<file path="src/rtl/auto_record_writer.sv">
// Record-mode front end for auto-play: times held keys and writes {note, duration} entries to song memory.
// Optional macro REST_RECORD_EN also records silent gaps between notes as rest entries (note 0).
module auto_record_writer #(
    parameter int DEPTH   = 25,
    parameter int MIN_DUR = 1000000,
    parameter int AW      = 5
) (
    input  logic          clk,
    input  logic          rst,
    input  logic          record_en,
    input  logic          key_on,
    input  logic [3:0]    key,
    output logic          wr_en,
    output logic [AW-1:0] wr_addr,
    output logic [3:0]    wr_note,
    output logic [25:0]   wr_duration,
    output logic [AW-1:0] song_len,
    output logic          full,
    output logic          busy
);

    typedef enum logic [2:0] {
        S_IDLE     = 3'd0,
        S_WAIT_KEY = 3'd1,
        S_HOLD     = 3'd2,
        S_COMMIT   = 3'd3,
        S_FULL     = 3'd4
    } state_t;

    localparam logic [25:0]   CNT_MAX   = 26'h3FFFFFF;
    localparam logic [25:0]   MIN_DUR_C = 26'(MIN_DUR);
    localparam logic [AW-1:0] LAST_ADDR = AW'(DEPTH - 1);
    localparam logic [AW-1:0] ADDR_ONE  = AW'(1);

    state_t        state_r;
    logic          record_en_q_r;
    logic [25:0]   counter_r;
    logic [3:0]    latched_r;
    logic [AW-1:0] addr_r;
`ifdef REST_RECORD_EN
    logic [25:0]   idle_r;
    logic          has_note_r;
`endif

    // Saturating 26-bit increment shared by the hold and idle timers.
    function automatic logic [25:0] sat_inc(input logic [25:0] v);
        if (v == CNT_MAX) begin
            return v;
        end else begin
            return v + 26'd1;
        end
    endfunction

    // Recording FSM with all outputs registered.
    always_ff @(posedge clk or posedge rst) begin
        if (rst) begin
            state_r       <= S_IDLE;
            record_en_q_r <= 1'b0;
            counter_r     <= 26'd0;
            latched_r     <= 4'd0;
            addr_r        <= {AW{1'b0}};
            wr_en         <= 1'b0;
            wr_addr       <= {AW{1'b0}};
            wr_note       <= 4'd0;
            wr_duration   <= 26'd0;
            song_len      <= {AW{1'b0}};
            full          <= 1'b0;
            busy          <= 1'b0;
`ifdef REST_RECORD_EN
            idle_r        <= 26'd0;
            has_note_r    <= 1'b0;
`endif
        end else begin
            record_en_q_r <= record_en;
            wr_en         <= 1'b0;
            case (state_r)
                S_IDLE: begin
                    busy <= 1'b0;
                    if (record_en && !record_en_q_r) begin
                        addr_r   <= {AW{1'b0}};
                        wr_addr  <= {AW{1'b0}};
                        song_len <= {AW{1'b0}};
                        full     <= 1'b0;
                        state_r  <= S_WAIT_KEY;
`ifdef REST_RECORD_EN
                        idle_r     <= 26'd0;
                        has_note_r <= 1'b0;
`endif
                    end
                end
                S_WAIT_KEY: begin
                    if (!record_en) begin
                        busy    <= 1'b0;
                        state_r <= S_IDLE;
                    end else if (key_on && (key != 4'd0)) begin
                        latched_r <= key;
                        counter_r <= 26'd1;
`ifdef REST_RECORD_EN
                        if (has_note_r && (idle_r >= MIN_DUR_C)) begin
                            wr_en       <= 1'b1;
                            wr_note     <= 4'd0;
                            wr_duration <= idle_r;
                            wr_addr     <= addr_r;
                            song_len    <= addr_r + ADDR_ONE;
                            if (addr_r == LAST_ADDR) begin
                                // The rest took the last slot; the pressed note has nowhere to go.
                                full    <= 1'b1;
                                state_r <= S_FULL;
                            end else begin
                                addr_r  <= addr_r + ADDR_ONE;
                                busy    <= 1'b1;
                                state_r <= S_HOLD;
                            end
                        end else begin
                            busy    <= 1'b1;
                            state_r <= S_HOLD;
                        end
`else
                        busy    <= 1'b1;
                        state_r <= S_HOLD;
`endif
                    end else begin
`ifdef REST_RECORD_EN
                        idle_r <= sat_inc(idle_r);
`endif
                    end
                end
                S_HOLD: begin
                    if (!record_en) begin
                        busy    <= 1'b0;
                        state_r <= S_IDLE;
                    end else if (key_on && (key == latched_r)) begin
                        counter_r <= sat_inc(counter_r);
                    end else if (counter_r >= MIN_DUR_C) begin
                        state_r <= S_COMMIT;
`ifdef REST_RECORD_EN
                        idle_r <= 26'd1;
`endif
                    end else begin
                        // Too short: treated as key bounce and dropped.
                        busy    <= 1'b0;
                        state_r <= S_WAIT_KEY;
`ifdef REST_RECORD_EN
                        idle_r <= 26'd1;
`endif
                    end
                end
                S_COMMIT: begin
                    wr_en       <= 1'b1;
                    wr_note     <= latched_r;
                    wr_duration <= counter_r;
                    wr_addr     <= addr_r;
                    song_len    <= addr_r + ADDR_ONE;
                    busy        <= 1'b0;
`ifdef REST_RECORD_EN
                    has_note_r  <= 1'b1;
                    idle_r      <= 26'd2;
`endif
                    if (addr_r == LAST_ADDR) begin
                        full    <= 1'b1;
                        state_r <= record_en ? S_FULL : S_IDLE;
                    end else begin
                        addr_r  <= addr_r + ADDR_ONE;
                        state_r <= record_en ? S_WAIT_KEY : S_IDLE;
                    end
                end
                S_FULL: begin
                    busy <= 1'b0;
                    full <= 1'b1;
                    if (!record_en) begin
                        state_r <= S_IDLE;
                    end
                end
                default: begin
                    busy    <= 1'b0;
                    state_r <= S_IDLE;
                end
            endcase
        end
    end

endmodule

</file>
<file path="config.mk">
export PLATFORM = sky130hd
export DESIGN_NAME = auto_record_writer
export DESIGN_NICKNAME = d
export VERILOG_FILES = /design/src/rtl/auto_record_writer.sv
export SDC_FILE = /design/constraint.sdc
export NUM_CORES = 1
export LEC_CHECK = 0
export CORE_MARGIN = 2
export CORE_UTILIZATION = 30
export CTS_BUF_LIST = sky130_fd_sc_hd__clkbuf_2 sky130_fd_sc_hd__clkbuf_4 sky130_fd_sc_hd__clkbuf_8
export DETAILED_ROUTE_END_ITERATION = 8
export GPL_ROUTABILITY_DRIVEN = 0
export HOLD_SLACK_MARGIN = 0.12
export PLACE_DENSITY = 0.49
export RECOVER_POWER = 100
export SLEW_MARGIN = 5
export SYNTH_ARGS = -nofsm -noshare
export SYNTH_HDL_FRONTEND = slang
export SYNTH_SLANG_ARGS = --single-unit
</file>
<file path="constraint.sdc">
create_clock -name clk -period 2.2 [get_ports clk]
set_input_delay 0.22 -clock clk [delete_from_list [all_inputs] [get_ports clk]]
set_output_delay 0.22 -clock clk [all_outputs]
set_load 0.01 [all_outputs]
</file>
==> summary.md, run 1 <==
| Metric | Value |
|---|---|
| Hold Fails Final Rpt | 0 |
| Syn Nets | 423 |
| Synth Area per Inst | 9.40 sq um |
| Layout cells sized above 1 | 0.136 |
| Worst r2r src | state_r[2] |
| Setup violators final | 0 |
| ANT cells | 0 |
| Critical path's largest stage delay | 0.59 ns |
| Async SR Flop Fraction | 1.00 |
| Most common cell after layout, fill and taps aside | nand2_1 |
| 1st-pass router iterations | 4 |
| Via/cell ratio | 4.74 |
| Final net count | 506 |
| Synth Cell Area | 3860 sq um |
| F_max | between 0.4 and 0.5 GHz |
| Post-detail-place hpwl | roughly 6500 microns |
| Cell count after synthesis | 411 |
| CTS Buffer Depth | 2 |
| WP data required | 2.50 ns |
| Crit path buf inv count | 2 |
| Netlist cell types | 54 |
| VDD IR-drop max | 0.248 mV |
| Critical path capture point type | flip-flop |
| RSZ-0062 raised after global routing | false |
| Die area | 13800 sq um |
| I/O Pins | 51 |
| Initial Utilization | 0.306 |
| Worst path cell trace | dlygate4sd3_1 -> o41a_1 -> and4b_2 -> clkbuf_2 -> or4_1 -> nand2_1 |
| Tcrit/Tclk final | 0.964 |
| Critical path's slowest cell | dlygate4sd3_1 |
| Final worst path period need | 2.12 ns |
| Worst slew pin tran | 1.00 ns |
| Final worst-path setup slack | 0.0793 ns |
| Root Buffer | clkbuf_8 |
| CP Launch Type | input pin |
| Global Route Usage Sum | 0.143 |
| Routed Antenna Nets | 0 |
| Final wirelength | between 9000 and 10000 microns |
| Placed Instance Area | slightly below 5000 sq um |
| YS warnings | 0 |
| Num rows | 41 |
| Seq cells post-synth | 82 |
| Post-Route Setup TNS | 0 ns |
| Worst path depth | 6 |
| # DRC | 0 |
| Count of pins over their slew limit | 0 |
| Initial antenna violation count | 0 |
| RR Endpoint | counter_r[8] |
| Clock Sinks | 82 |
| Clock slew seen by the registers of the worst setup and hold paths | around 0.080 ns |
| Worst Path Arrival | 2.43 ns |
| Die Width | 117 microns |
| Synth Flop Type | dfrtp_1 |
| Core area | 12600 sq um |
| CTS tree | done |
| Post-synth EDFFs | 0 |
| DR vias | 3181 |
| Die Ht | roughly 120 microns |
| Largest net degree at the start of global routing | 51 |
| Maxcap violations | 0 |
| Remaining Overflow, GRT | 0 |
| Iter 0 DRT Violations | 109 |
| Commonest non-fill, non-tap cells in the layout | 110 x nand2_1, 82 x dfrtp_1, 46 x dlygate4sd3_1 |
| FF-to-FF setup slack | 0.14 ns |
| Dpl cells | 653 |
| WL per Instance | 13.8 microns |
| Placement Setup Slack | -0.192 ns |
| Clock Latency Late Sink | 0.37 ns |
| Global-route wire length before repair | 15500 microns |
| Slew headroom | 0.330 |
| Max H-tree Level | 3 |
| R2R depth | 6 |
| PortBufs | 50 |
| Area Growth Syn to Fin | 28.9% |
| CTS Buf Count | 9 |
| CP top delay family | simple AND/OR/NAND/NOR gates |
| Layout Skew | 0.0104 ns |
| CP Class | input pin to flip-flop |
| PD cells | 607 nW/um^2 |
| Post-layout util | 0.395 |
| Finished Layout Cells | around 670 |
| Sequential element share of the synthesized area | 0.531 |
| Critical-path maximum fanout | 11 |
| Cts hold-fix bufs | 0 |
| Outcome | finished, final reports clean |
| Leakage | 0.00237 uW |
| Final instance area | 4980 sq um |
| Hold WC Path Type | input pin to async pin |
| Number of global-route vias before repair | 3097 |
-- routing by layer --
metal  track usage  part of all wire  up-vias
met5             0                 0        -
met4        0.0557             0.015        0
met3        0.0422             0.038       12
met2         0.212              0.45       43
met1         0.196              0.49     1537
li1              -                 -     1589
-- worst max-delay path by stage --
stage | start | to | slack (ns)
after global placement | key[2] | counter_r[18] | -0.16
final | key[2] | counter_r[18] | 0.08
after CTS | latched_r[2] | counter_r[15] | 0.07
after detailed placement | key[2] | counter_r[18] | -0.19
after global routing | counter_r[1] | counter_r[18] | 0.002
after floorplan | latched_r[2] | counter_r[11] | 0.27
-- layout make-up --
type	instances	area [sq um]
tap	172	215
clock inverter	2	10.0
clock buffer	14	180
fill	1322	7640
timing repair buffer	89	776
multi-input combinational	296	1690
sequential	82	2050
inverter	16	61.3
-- cells in the mapped netlist, drive strengths merged (5+ instances only) --
master / instances / area share
dfrtp: 82 / 0.53
nor2b: 5 / 0.0081
nor2: 17 / 0.017
inv: 16 / 0.016
nand3: 14 / 0.019
nand2b: 5 / 0.0081
xor2: 8 / 0.018
clkbuf: 6 / 0.0058
nand2: 110 / 0.11
o211ai: 5 / 0.013
buf: 11 / 0.017
a21oi: 20 / 0.026
or3: 13 / 0.021
nand4: 7 / 0.011
o21ai: 36 / 0.048
-- logic make-up (layout without fill, tap and decap cells) --
kind of cell | after synthesis | after routing | synth area share
compound gates | 80 | 80 | 0.134
xor+xnor | 10 | 10 | 0.0227
fa+ha+maj | 4 | 4 | 0.0130
buf+inv | 33 | 121 | 0.0382
flops | 82 | 82 | 0.531
mux | 4 | 4 | 0.0142
simple gates | 198 | 198 | 0.247
-- repair_timing --
item	4_1_cts	5_1_grt
gates resized for setup	0	6
endpoints found under the setup margin	0	14
setup buffers	0	2
-- metrics by stage --
step,hold slack [ns],total power [uW]
after floorplan,0.251,1830
after global placement,0.460,2010
after detailed placement,0.463,2010
after CTS,0.223,3110
after global routing,0.496,3190
final,0.425,3020
-- worst reg2reg max path, cell delays in order (launching register included) --
cell	delay (ns)
dfrtp_1	0.43
or3b_1	0.44
nor4b_2	0.20
a21oi_1	0.22
o21ai_1	0.19
or4_1	0.44
nand2_1	0.08
-- flip-flops by register name, summed over array words and instances (netlist names) --
name           flops
addr_r             5
busy               1
counter_r         26
full               1
latched_r          4
record_en_q_r      1
song_len           5
state_r            3
wr_addr            5
wr_duration       26
wr_en              1
wr_note            4
-- power breakdown --
part	internal [uW]	total, uW	switching [uW]
registers	1570	1630	51.0
logic	145	324	179
clock network	525	1070	549
total	2250	3020	779
Note: power is estimated with default switching activity, not from simulation.
==> run 2: changes to the inputs <==
--- a/config.mk
+++ b/config.mk
@@ -10,6 +10,7 @@
 export CTS_BUF_LIST = sky130_fd_sc_hd__clkbuf_2 sky130_fd_sc_hd__clkbuf_4 sky130_fd_sc_hd__clkbuf_8
 export DETAILED_ROUTE_END_ITERATION = 8
 export GPL_ROUTABILITY_DRIVEN = 0
+export GPL_TIMING_DRIVEN = 1
 export HOLD_SLACK_MARGIN = 0.12
 export PLACE_DENSITY = 0.49
 export RECOVER_POWER = 100
==> results of run 2 <==
No change in the layout: final DEF, timing and power equal those of run 1.
==> run 3: changes to the inputs <==
--- a/config.mk
+++ b/config.mk
@@ -5,15 +5,16 @@
 export SDC_FILE = /design/constraint.sdc
 export NUM_CORES = 1
 export LEC_CHECK = 0
-export CORE_MARGIN = 2
+export CORE_MARGIN = 3
 export CORE_UTILIZATION = 30
 export CTS_BUF_LIST = sky130_fd_sc_hd__clkbuf_2 sky130_fd_sc_hd__clkbuf_4 sky130_fd_sc_hd__clkbuf_8
+export CTS_CLUSTER_SIZE = 8
 export DETAILED_ROUTE_END_ITERATION = 8
 export GPL_ROUTABILITY_DRIVEN = 0
 export GPL_TIMING_DRIVEN = 1
 export HOLD_SLACK_MARGIN = 0.12
 export PLACE_DENSITY = 0.49
-export RECOVER_POWER = 100
+export RECOVER_POWER = 50
 export SLEW_MARGIN = 5
 export SYNTH_ARGS = -nofsm -noshare
 export SYNTH_HDL_FRONTEND = slang
==> run 3 against run 2 <==
Non-clock buffer count shrank 2. Global-route usage shrank 0.31 points. Largest power group unchanged. Worst hold slack lost 0.032 ns. Design area grew 0.25%. Sequential share of layout area shrank 0.053 points. Flip-flop and latch count is the same. Critical endpoint is now counter_r[22]. Total power grew 1.4%. Fmax grew 3.0%. Sequential power is essentially flat. Combinational power shrank 2%.
==> summary.md, run 3 (same netlist as run 1, synthesis figures left out) <==
| Metric | Value |
|---|---|
| Area Growth Syn to Fin | 29.2% |
| Hold WC Path Type | input pin to async pin |
| WL per Instance | 14.0 microns (+1.5%) |
| Die Width | 119 microns (+1.7%) |
| Final instance area | 4990 sq um (+0.25%) |
| Tcrit/Tclk final | 0.935 (-0.0285) |
| PD cells | 614 nW/um^2 (+1.2%) |
| Num rows | 40 (-2.4%) |
| F_max | 0.486 GHz (+3.0%) |
| ANT cells | 0 (unchanged) |
| Outcome | finished, final reports clean |
| CTS Buffer Depth | 2 (unchanged) |
| Iter 0 DRT Violations | 175 (+61%) |
| Die Ht | 119 microns (+1.7%) |
| Global-route wire length before repair | 16000 microns (+3.2%) |
| WP data required | 2.49 ns (about the same) |
| Number of global-route vias before repair | 3182 (+2.7%) |
| Final wirelength | 9330 microns (+0.60%) |
| Worst slew pin tran | 0.983 ns (-0.0214 ns) |
| Initial antenna violation count | 0 (unchanged) |
| Die area | 14300 sq um (+3.4%) |
| Clock slew seen by the registers of the worst setup and hold paths | 0.09 ns (about the same) |
| Global Route Usage Sum | 0.140 (-0.00311) |
| Layout Skew | 0.00999 ns (-0.000436 ns) |
| Cts hold-fix bufs | 0 (unchanged) |
| DR vias | 3154 (-0.85%) |
| RSZ-0062 raised after global routing | true |
| Post-layout util | 0.406 (+0.0109) |
| Via/cell ratio | 4.74 (about the same) |
| CTS Buf Count | 9 (unchanged) |
| Slew headroom | 0.345 (+0.0143) |
| # DRC | 0 (unchanged) |
| Clock Latency Late Sink | 0.37 ns (about the same) |
| Routed Antenna Nets | 0 (unchanged) |
| Clock Sinks | 82 (unchanged) |
| Setup violators final | 0 (unchanged) |
| Hold Fails Final Rpt | 0 (unchanged) |
| CP Class | flip-flop to flip-flop |
| CP Launch Type | flip-flop |
| Initial Utilization | 0.314 (+0.00765) |
| Commonest non-fill, non-tap cells in the layout | 110 x nand2_1, 80 x dfrtp_1, 48 x clkdlybuf4s50_1 |
| Placed Instance Area | 4750 sq um (-1.2%) |
| Final net count | 504 (-0.40%) |
| Critical path's largest stage delay | 0.44 ns (-0.15 ns) |
| Worst path cell trace | ha_1 -> nand3_1 -> or3_4 -> a211oi_2 -> o21ai_2 -> or3_1 -> a21oi_1 |
| Min Hold Slack | 0.393 ns (-0.0316 ns) |
| Final worst-path setup slack | 0.142 ns (+0.0626 ns) |
| Critical path capture point type | flip-flop |
| Largest net degree at the start of global routing | 51 (unchanged) |
| Most common cell after layout, fill and taps aside | nand2_1 |
| I/O Pins | 51 (unchanged) |
| Root Buffer | clkbuf_8 |
| Core area | 12300 sq um (-2.4%) |
| Worst Path Arrival | 2.35 ns (-0.08 ns) |
| Critical path origin | counter_r[0] |
| Post-detail-place hpwl | 6620 microns (+1.2%) |
| Maxcap violations | 0 (unchanged) |
| VDD IR-drop max | 0.241 mV (-2.8%) |
| CTS tree | done |
| PortBufs | 50 (unchanged) |
| Final worst path period need | 2.06 ns (-0.0626 ns) |
| Largest regs | counter_r (26), wr_duration (26) |
| Leakage | 0.00222 uW (-6.2%) |
| Max H-tree Level | 3 (unchanged) |
| Critical-path maximum fanout | 8 (-3) |
| Post-Route Setup TNS | 0 ns (unchanged) |
| 1st-pass router iterations | 5 (+1) |
| Layout cells sized above 1 | 0.145 (+0.00860) |
| Placement Setup Slack | -0.200 ns (-0.00812 ns) |
| Remaining Overflow, GRT | 0 (unchanged) |
| Count of pins over their slew limit | 0 (unchanged) |
| Worst r2r src | counter_r[0] |
| Fillers | 1249 (-5.5%) |
| Critical path's slowest cell | or3_4 |
[run 3: cell types whose count changed in the layout (fill, tap and decap cells not counted), moves of 2 or more]
cell / before / now
clkbuf_2: 6 / 3
clkdlybuf4s50_1: 4 / 48
clkbuf_8: 12 / 10
clkbuf_4: 3 / 1
clkbuf_1: 4 / 0
dlygate4sd3_1: 46 / 2
dfrtp_1: 82 / 80
dfrtp_2: 0 / 2
buf_4: 27 / 33
[run 3: path summary, 6_finish.rpt]
kind	end	cells after the start	slack [ns]
setup reg to reg	counter_r[22]	7	0.14
hold / removal	addr_r[0]	2	0.39
max in group asynchronous	wr_note[0]	3	0.43
hold reg to reg	wr_duration[22]	2	0.47
min in group clk	latched_r[1]	3	0.47
setup / recovery	counter_r[22]	7	0.14
[run 3: worst max-delay path: cells and delay by family, from the launching register on]
kind | cells | cell delay, ns
fa+ha+maj | 1 | 0.18
flops | 1 | 0.39
compound gates | 3 | 0.50
simple gates | 3 | 0.90
[run 3: metal layers]
| metal | GRT usage | vias up | wire (microns) |
|---|---|---|---|
| li1 | - | 1577 | - |
| met1 | 0.186 | 1521 | 4500 |
| met2 | 0.215 | 43 | 4260 |
| met3 | 0.0356 | 13 | 395 |
| met4 | 0.0616 | 0 | 177 |
| met5 | 0 | - | 0 |
[run 3: power by group]
group	leakage, uW	internal, uW	total, uW	switching [uW]
sequential	0.00112	1570	1630	57.5
clock	0.000106	564	1120	554
combinational	0.000993	152	318	166
total	0.00222	2290	3070	777
[run 3: area by class of cell]
type                            count  area (sq um)  share of cell area
Inverter                           16          61.3              0.0123
Clock inverter                      5          53.8              0.0108
Clock buffer                       11           145              0.0291
Sequential cell                    82          2050               0.411
Tap cell                          168           210              0.0421
Timing Repair Buffer               87           783               0.157
Multi-Input combinational cell    296          1690               0.338
[run 3: repair_timing]
item                       CTS  global route
setup endpoints to repair    0            16
buffers inserted             0             7
gates resized for setup      0             7
[run 3: metrics by stage]
stage | cells | power, uW
2_1_floorplan | 411 | 1830
3_3_place_gp | 642 | 1990
5_1_grt | 665 | 3240
4_1_cts | 658 | 3140
3_5_place_dp | 642 | 1990
6_report | 665 | 3070
